--- src/rtl/oam_dma_if.sv ---
// Initiator-side data bus between the OAM DMA engine and the arbiter/responders.
// Latency: none, wires only.
// Backpressure: bus_gnt from the arbiter gates the initiator between bytes.
interface oam_dma_if;
   logic        bus_req;
   logic        bus_gnt;
   logic [15:0] m_addr;
   logic        m_rd;
   logic        m_wr;
   logic [7:0]  m_wdata;
   logic [7:0]  m_rdata;

   modport master (
      output bus_req,
      output m_addr,
      output m_rd,
      output m_wr,
      output m_wdata,
      input  bus_gnt,
      input  m_rdata
   );

   modport slave (
      input  bus_req,
      input  m_addr,
      input  m_rd,
      input  m_wr,
      input  m_wdata,
      output bus_gnt,
      output m_rdata
   );
endinterface

--- src/rtl/oam_dma.sv ---
// OAM DMA engine: copies DMA_LEN bytes from {src_hi,8'h00} (echo-mapped) to OAM_BASE.
// Latency: 3 cycles per byte (READ/CAPTURE/WRITE), done pulses 482 cycles after the CPU write.
// Backpressure: bus_gnt sampled only at byte boundaries; macro OAM_DMA_RESTART_EN lets a CPU write restart a busy transfer.
module oam_dma #(
   parameter int          DMA_LEN  = 160,
   parameter logic [15:0] OAM_BASE = 16'hFE00
) (
   input  logic          clk,
   input  logic          reset_n,
   input  logic          reg_wr,
   input  logic [7:0]    reg_wdata,
   output logic [7:0]    reg_rdata,
   oam_dma_if.master     bus,
   output logic          busy,
   output logic          done
);

   typedef enum logic [2:0] {
      S_IDLE    = 3'd0,
      S_REQ     = 3'd1,
      S_READ    = 3'd2,
      S_CAPTURE = 3'd3,
      S_WRITE   = 3'd4
   } state_t;

   localparam logic [7:0] LAST_IDX = 8'(DMA_LEN - 1);

   state_t     r_state;
   state_t     w_next;
   logic [7:0] r_rdata;
   logic [7:0] r_src_hi;
   logic [7:0] r_i;
   logic [7:0] r_data;
   logic       r_done;
   logic [7:0] w_src_eff;
   logic       w_start;
   logic       w_restart;
   logic       w_last;

   assign w_start = reg_wr && (r_state == S_IDLE);
   assign w_last  = (r_i == LAST_IDX);

`ifdef OAM_DMA_RESTART_EN
   // A CPU write while busy abandons the current transfer and re-arms from byte 0.
   assign w_restart = reg_wr && (r_state != S_IDLE);
`else
   // Writes while busy only update the readback register.
   assign w_restart = 1'b0;
`endif

   // Echo RAM (0xE000-0xFFFF) aliases work RAM 0x2000 lower.
   assign w_src_eff = (r_src_hi >= 8'hE0) ? (r_src_hi - 8'h20) : r_src_hi;

   // State register.
   always_ff @(posedge clk or negedge reset_n) begin
      if (!reset_n) begin
         r_state <= S_IDLE;
      end else begin
         r_state <= w_next;
      end
   end

   // Next-state logic; a grant loss is only acted on after a completed WRITE.
   always_comb begin
      w_next = r_state;
      case (r_state)
         S_IDLE:    if (reg_wr) w_next = S_REQ;
         S_REQ:     if (bus.bus_gnt) w_next = S_READ;
         S_READ:    w_next = S_CAPTURE;
         S_CAPTURE: w_next = S_WRITE;
         S_WRITE: begin
            if (w_last)           w_next = S_IDLE;
            else if (bus.bus_gnt) w_next = S_READ;
            else                  w_next = S_REQ;
         end
         default:   w_next = S_IDLE;
      endcase
      if (w_restart) w_next = S_REQ;
   end

   // Bus outputs decoded purely from state so an async reset clears them at once.
   always_comb begin
      bus.bus_req = (r_state != S_IDLE);
      bus.m_rd    = (r_state == S_READ);
      bus.m_wr    = (r_state == S_WRITE);
      bus.m_addr  = 16'h0000;
      bus.m_wdata = 8'h00;
      busy        = (r_state != S_IDLE);
      if (r_state == S_READ) begin
         bus.m_addr = {w_src_eff, r_i};
      end else if (r_state == S_WRITE) begin
         bus.m_addr  = OAM_BASE + {8'h00, r_i};
         bus.m_wdata = r_data;
      end
   end

   // CPU-visible register and source latch; the source only changes when a transfer (re)starts.
   always_ff @(posedge clk or negedge reset_n) begin
      if (!reset_n) begin
         r_rdata  <= 8'h00;
         r_src_hi <= 8'h00;
      end else begin
         if (reg_wr) r_rdata <= reg_wdata;
         if (w_start || w_restart) r_src_hi <= reg_wdata;
      end
   end

   // Byte index: cleared on (re)start and after the last byte, advanced after each WRITE.
   always_ff @(posedge clk or negedge reset_n) begin
      if (!reset_n) begin
         r_i <= 8'h00;
      end else if (w_start || w_restart) begin
         r_i <= 8'h00;
      end else if (r_state == S_WRITE) begin
         r_i <= w_last ? 8'h00 : (r_i + 8'h01);
      end
   end

   // Read data is valid during CAPTURE, one cycle after the read strobe.
   always_ff @(posedge clk or negedge reset_n) begin
      if (!reset_n) begin
         r_data <= 8'h00;
      end else if (r_state == S_CAPTURE) begin
         r_data <= bus.m_rdata;
      end
   end

   // Completion pulse follows the final WRITE, even if a restart is taken in that cycle.
   always_ff @(posedge clk or negedge reset_n) begin
      if (!reset_n) begin
         r_done <= 1'b0;
      end else begin
         r_done <= (r_state == S_WRITE) && w_last;
      end
   end

   assign reg_rdata = r_rdata;
   assign done      = r_done;

endmodule

--- src/flat_wrapper.sv ---
// flat-port wrapper written by rule: the top's interface ports become plain ports
module oam_dma_flat 
#(
   parameter int          DMA_LEN  = 160,
   parameter logic [15:0] OAM_BASE = 16'hFE00
)
  (clk, reset_n, reg_wr, reg_wdata, reg_rdata, busy, done, bus_bus_req, bus_m_addr, bus_m_rd, bus_m_wr, bus_m_wdata, bus_bus_gnt, bus_m_rdata);
  oam_dma_if bus_i ();
  input  logic clk;
  input  logic reset_n;
  input  logic reg_wr;
  input  logic [7:0] reg_wdata;
  output logic [7:0] reg_rdata;
  output logic busy;
  output logic done;
  output wire logic [$bits(bus_i.bus_req)-1:0] bus_bus_req;
  output wire logic [$bits(bus_i.m_addr)-1:0] bus_m_addr;
  output wire logic [$bits(bus_i.m_rd)-1:0] bus_m_rd;
  output wire logic [$bits(bus_i.m_wr)-1:0] bus_m_wr;
  output wire logic [$bits(bus_i.m_wdata)-1:0] bus_m_wdata;
  input wire logic [$bits(bus_i.bus_gnt)-1:0] bus_bus_gnt;
  input wire logic [$bits(bus_i.m_rdata)-1:0] bus_m_rdata;
  assign bus_bus_req = bus_i.bus_req;
  assign bus_m_addr = bus_i.m_addr;
  assign bus_m_rd = bus_i.m_rd;
  assign bus_m_wr = bus_i.m_wr;
  assign bus_m_wdata = bus_i.m_wdata;
  assign bus_i.bus_gnt = bus_bus_gnt;
  assign bus_i.m_rdata = bus_m_rdata;
  oam_dma #(.DMA_LEN(DMA_LEN), .OAM_BASE(OAM_BASE)) u_core (.clk(clk), .reset_n(reset_n), .reg_wr(reg_wr), .reg_wdata(reg_wdata), .reg_rdata(reg_rdata), .bus(bus_i), .busy(busy), .done(done));
endmodule
--- config.mk ---
export PLATFORM = sky130hd
export DESIGN_NAME = oam_dma_flat
export DESIGN_NICKNAME = d
export VERILOG_FILES = /design/src/rtl/oam_dma_if.sv /design/src/rtl/oam_dma.sv /design/src/flat_wrapper.sv
export SDC_FILE = /design/constraint.sdc
export NUM_CORES = 1
export LEC_CHECK = 0
export BUFFER_PORTS_ARGS = -buffer_cell sky130_fd_sc_hd__buf_2
export CORE_MARGIN = 4
export CORE_UTILIZATION = 35
export CTS_CLUSTER_SIZE = 16
export DETAILED_ROUTE_END_ITERATION = 12
export HOLD_SLACK_MARGIN = 0.05
export MAX_ROUTING_LAYER = met4
export PLACE_DENSITY = 0.55
export RECOVER_POWER = 25
export REMOVE_ABC_BUFFERS = 1
export SLEW_MARGIN = 20
export SYNTH_ARGS = -nofsm -noshare
export SYNTH_HDL_FRONTEND = slang
export SYNTH_SLANG_ARGS = --single-unit
--- constraint.sdc ---
create_clock -name clk -period 1.7 [get_ports clk]
set_input_delay 0.34 -clock clk [delete_from_list [all_inputs] [get_ports clk]]
set_output_delay 0.34 -clock clk [all_outputs]
set_load 0.03 [all_outputs]
==> impl_metrics.tcl <==
set metrics [dict create \
    status "finished with violations" \
    violations "setup timing" \
    antenna_found_initial 0 \
    fin_crit_sh 1.12 \
    drv_slew 0 \
    comb_power_share 0.509 \
    fin_nets 262 \
    leakage_nw 1.29 \
    dpl.hpwl_mm 2.79 \
    required_ns 1.36 \
    cts_sinks 36 \
    path_class "reg -> out" \
    drc 0 \
    vias 1427 \
    fin_ws_ns -0.204 \
    worst_pin_slew_ns 0.909 \
    synth.area.top_cells "dfrtp_1 (51%), mux2_2 (14%), nand2_1 (4.7%)" \
    intPower_mw 2.48 \
    grt_pass1_wl_mm 7.22 \
    cts_tree "done" \
    diodes 0 \
    fmax_mhz 525 \
    hold_class "in -> reg" \
    grt_pass1_vias 1560 \
    vdd_drop_max_mv 0.662 \
    synth_area_leader_cell "dfrtp_1" \
    vias_per_cell 4.65 \
    clk_pin_slew_worst_paths_ns 0.07 \
    layout.cells.non_filler 307 \
    worstSetupEndpointType "output port" \
    min-delay-start "bus_bus_gnt" \
    gr-usage-all-layers 0.151 \
    route.detailed.wl_per_inst_um 13.3 \
    switchingPower_mw 1.44 \
    htree_levels 2 \
    synth_most_common_cell "dfrtp_1" \
    port_buffers 56 \
    dieWidth_um 78.8 \
    syn_to_final_growth_pct 47.3 \
    root_buffer "clkbuf_8" \
    final_area_um2 2580 \
    placed_area_um2 2210 \
    place.gp.congestion 0.731 \
    hold_viol 0 \
    fin_worst_skew_ns 0.00342 \
    clock_path_buffers 2 \
    start_util 0.367 \
    clock_latency_ns 0.28 \
    cts_buffers 5 \
    yosysSeqAreaShare 0.514 \
    core_um2 4790 \
    die_area_um2 6210 \
    synth_cell_types 34 \
    drtIter0Drc 102 \
    ant_nets 0 \
    startpoint_type "register" \
    reg2reg_depth 7 \
    max_cap_viol_count 0 \
    holdPathStages 2 \
    rsz0062_at_grt "true" \
    power.share.sequential 0.325 \
    synth-warning-count 0 \
    yosys.area.top_type_share 0.514 \
    avgSynthCellArea_um2 10.9 \
    synth_top_flop_cell "dfrtp_1" \
    syn_area_um2 1750 \
    setup_viol 28 \
    wl_mm 4.08 \
    grt_max_degree 37 \
    ioPinCount 57 \
    synth_seq_cells 36 \
    synth_cells 161 \
    dp_cells 295 \
    holdWs_ns 0.256 \
    r2r_setup_slack_ns 0.09 \
    clkPwrFrac 0.166 \
    synth_edf_count 0 \
    drive_above_1_share 0.533 \
    place_ws_ns -0.0457 \
    drt-pass1-iter-count 4 \
    r2r_start "u_core.r_state[0]" \
    switching_share 0.367 \
    hold_end "u_core.r_state[0]" \
    ctsHoldBuffers 0 \
    min_period_ns 1.90 \
    cp.arrival_ns 1.56 \
    rows 25 \
    worstPathMaxFanout 3 \
    p_per_area_nw_per_um2 1510 \
    grt-ovfl-total 0 \
    timing.rr.end "u_core.r_i[3]" \
    synthTopCellsByCount "dfrtp_1 (36), mux2_2 (22), nand2_1 (22), o21ai_0 (12), and2_1 (9)" \
    die_h_um 78.8 \
    async_flop_share 1.00 \
    slew_headroom 0.394 \
]
-- cells in the final DEF (no fill, tap or decap), drive strengths merged, types with 2 or more instances in the layout --
cell,synthesis,routed
nor2,7,7
ha,2,2
and2,9,9
buf,7,78
a21o,3,3
o21ai,13,13
and3,2,2
mux2,22,22
dfrtp,36,36
nor2b,5,5
nand2,22,22
nand4,3,3
and2b,5,5
or3b,2,2
nand3,6,6
clkbuf,0,8
inv,3,3
-- flip-flops by register name, summed over array words and instances, names as in the netlist --
signal / flops
u_core.r_src_hi: 8
u_core.done: 1
u_core.r_state: 3
u_core.r_data: 8
u_core.reg_rdata: 8
u_core.r_i: 8
-- cells by family after synthesis --
family	synth area share
adders and majority gates	0.0143
xor gates and xnor gates	0.00499
muxes	0.141
AOI/OAI and AO/OA	0.0742
buffers and inverters	0.0357
and+or+nand+nor	0.216
DFF	0.514
-- layout make-up --
cell class	instances	area [um2]
multi-input combinational	114	846
tap	67	83.8
sequential	36	901
timing repair buffer	79	637
inverter	4	20.0
clock buffer	7	96.3
fill	426	2200
-- worst max path at each step --
stage,from,endpoint,slack (ns),cells past startpoint
6_report,u_core.r_state[0],bus_bus_req,-0.20,5
5_1_grt,u_core.r_state[2],bus_m_addr[4],-0.26,6
4_1_cts,u_core.r_state[0],bus_bus_req,-0.19,5
3_5_place_dp,u_core.r_state[0],bus_m_addr[2],-0.05,6
3_3_place_gp,u_core.r_state[0],bus_m_addr[2],-0.02,6
2_1_floorplan,u_core.r_state[0],bus_m_addr[0],-0.32,4
-- layer usage --
layer / GRT usage / vias to the layer above / share of wire
met3: 0.0454 / 4 / 0.061
li1: - / 706 / -
met1: 0.173 / 684 / 0.43
met2: 0.253 / 33 / 0.50
met5: - / - / 0
met4: 0.0490 / 0 / 0.0081
-- power groups by stage --
stage                     combinational, mW  sequential, mW  clock, mW
after floorplan                       0.968            1.32          0
final                                  1.99            1.27      0.649
after global routing                   2.17            1.31      0.720
after CTS                              1.89            1.27      0.683
after global placement                 1.58            1.27          0
after detailed placement               1.58            1.28          0
-- worst max-delay path: stages (launching register included) --
cell,delay (ns)
dfrtp_1,0.38
buf_4,0.15
buf_4,0.12
buf_4,0.13
or3_4,0.34
buf_6,0.15
-- through the flow --
step / setup TNS (ns) / power [mW] / util
after floorplan: -2.48 / 2.29 / -
final: -4.09 / 3.91 / 0.540
after global routing: -6.32 / 4.20 / 0.540
after detailed placement: -0.258 / 2.86 / 0.462
after global placement: -0.120 / 2.85 / 0.462
after CTS: -4.43 / 3.84 / 0.527
-- timing repair --
item,in CTS,in global routing
pin swaps,4,1
resized for setup,64,12
endpoints found under the setup margin,28,40
buffers inserted,3,3
No activity file was read; power rests on OpenSTA's default activity.
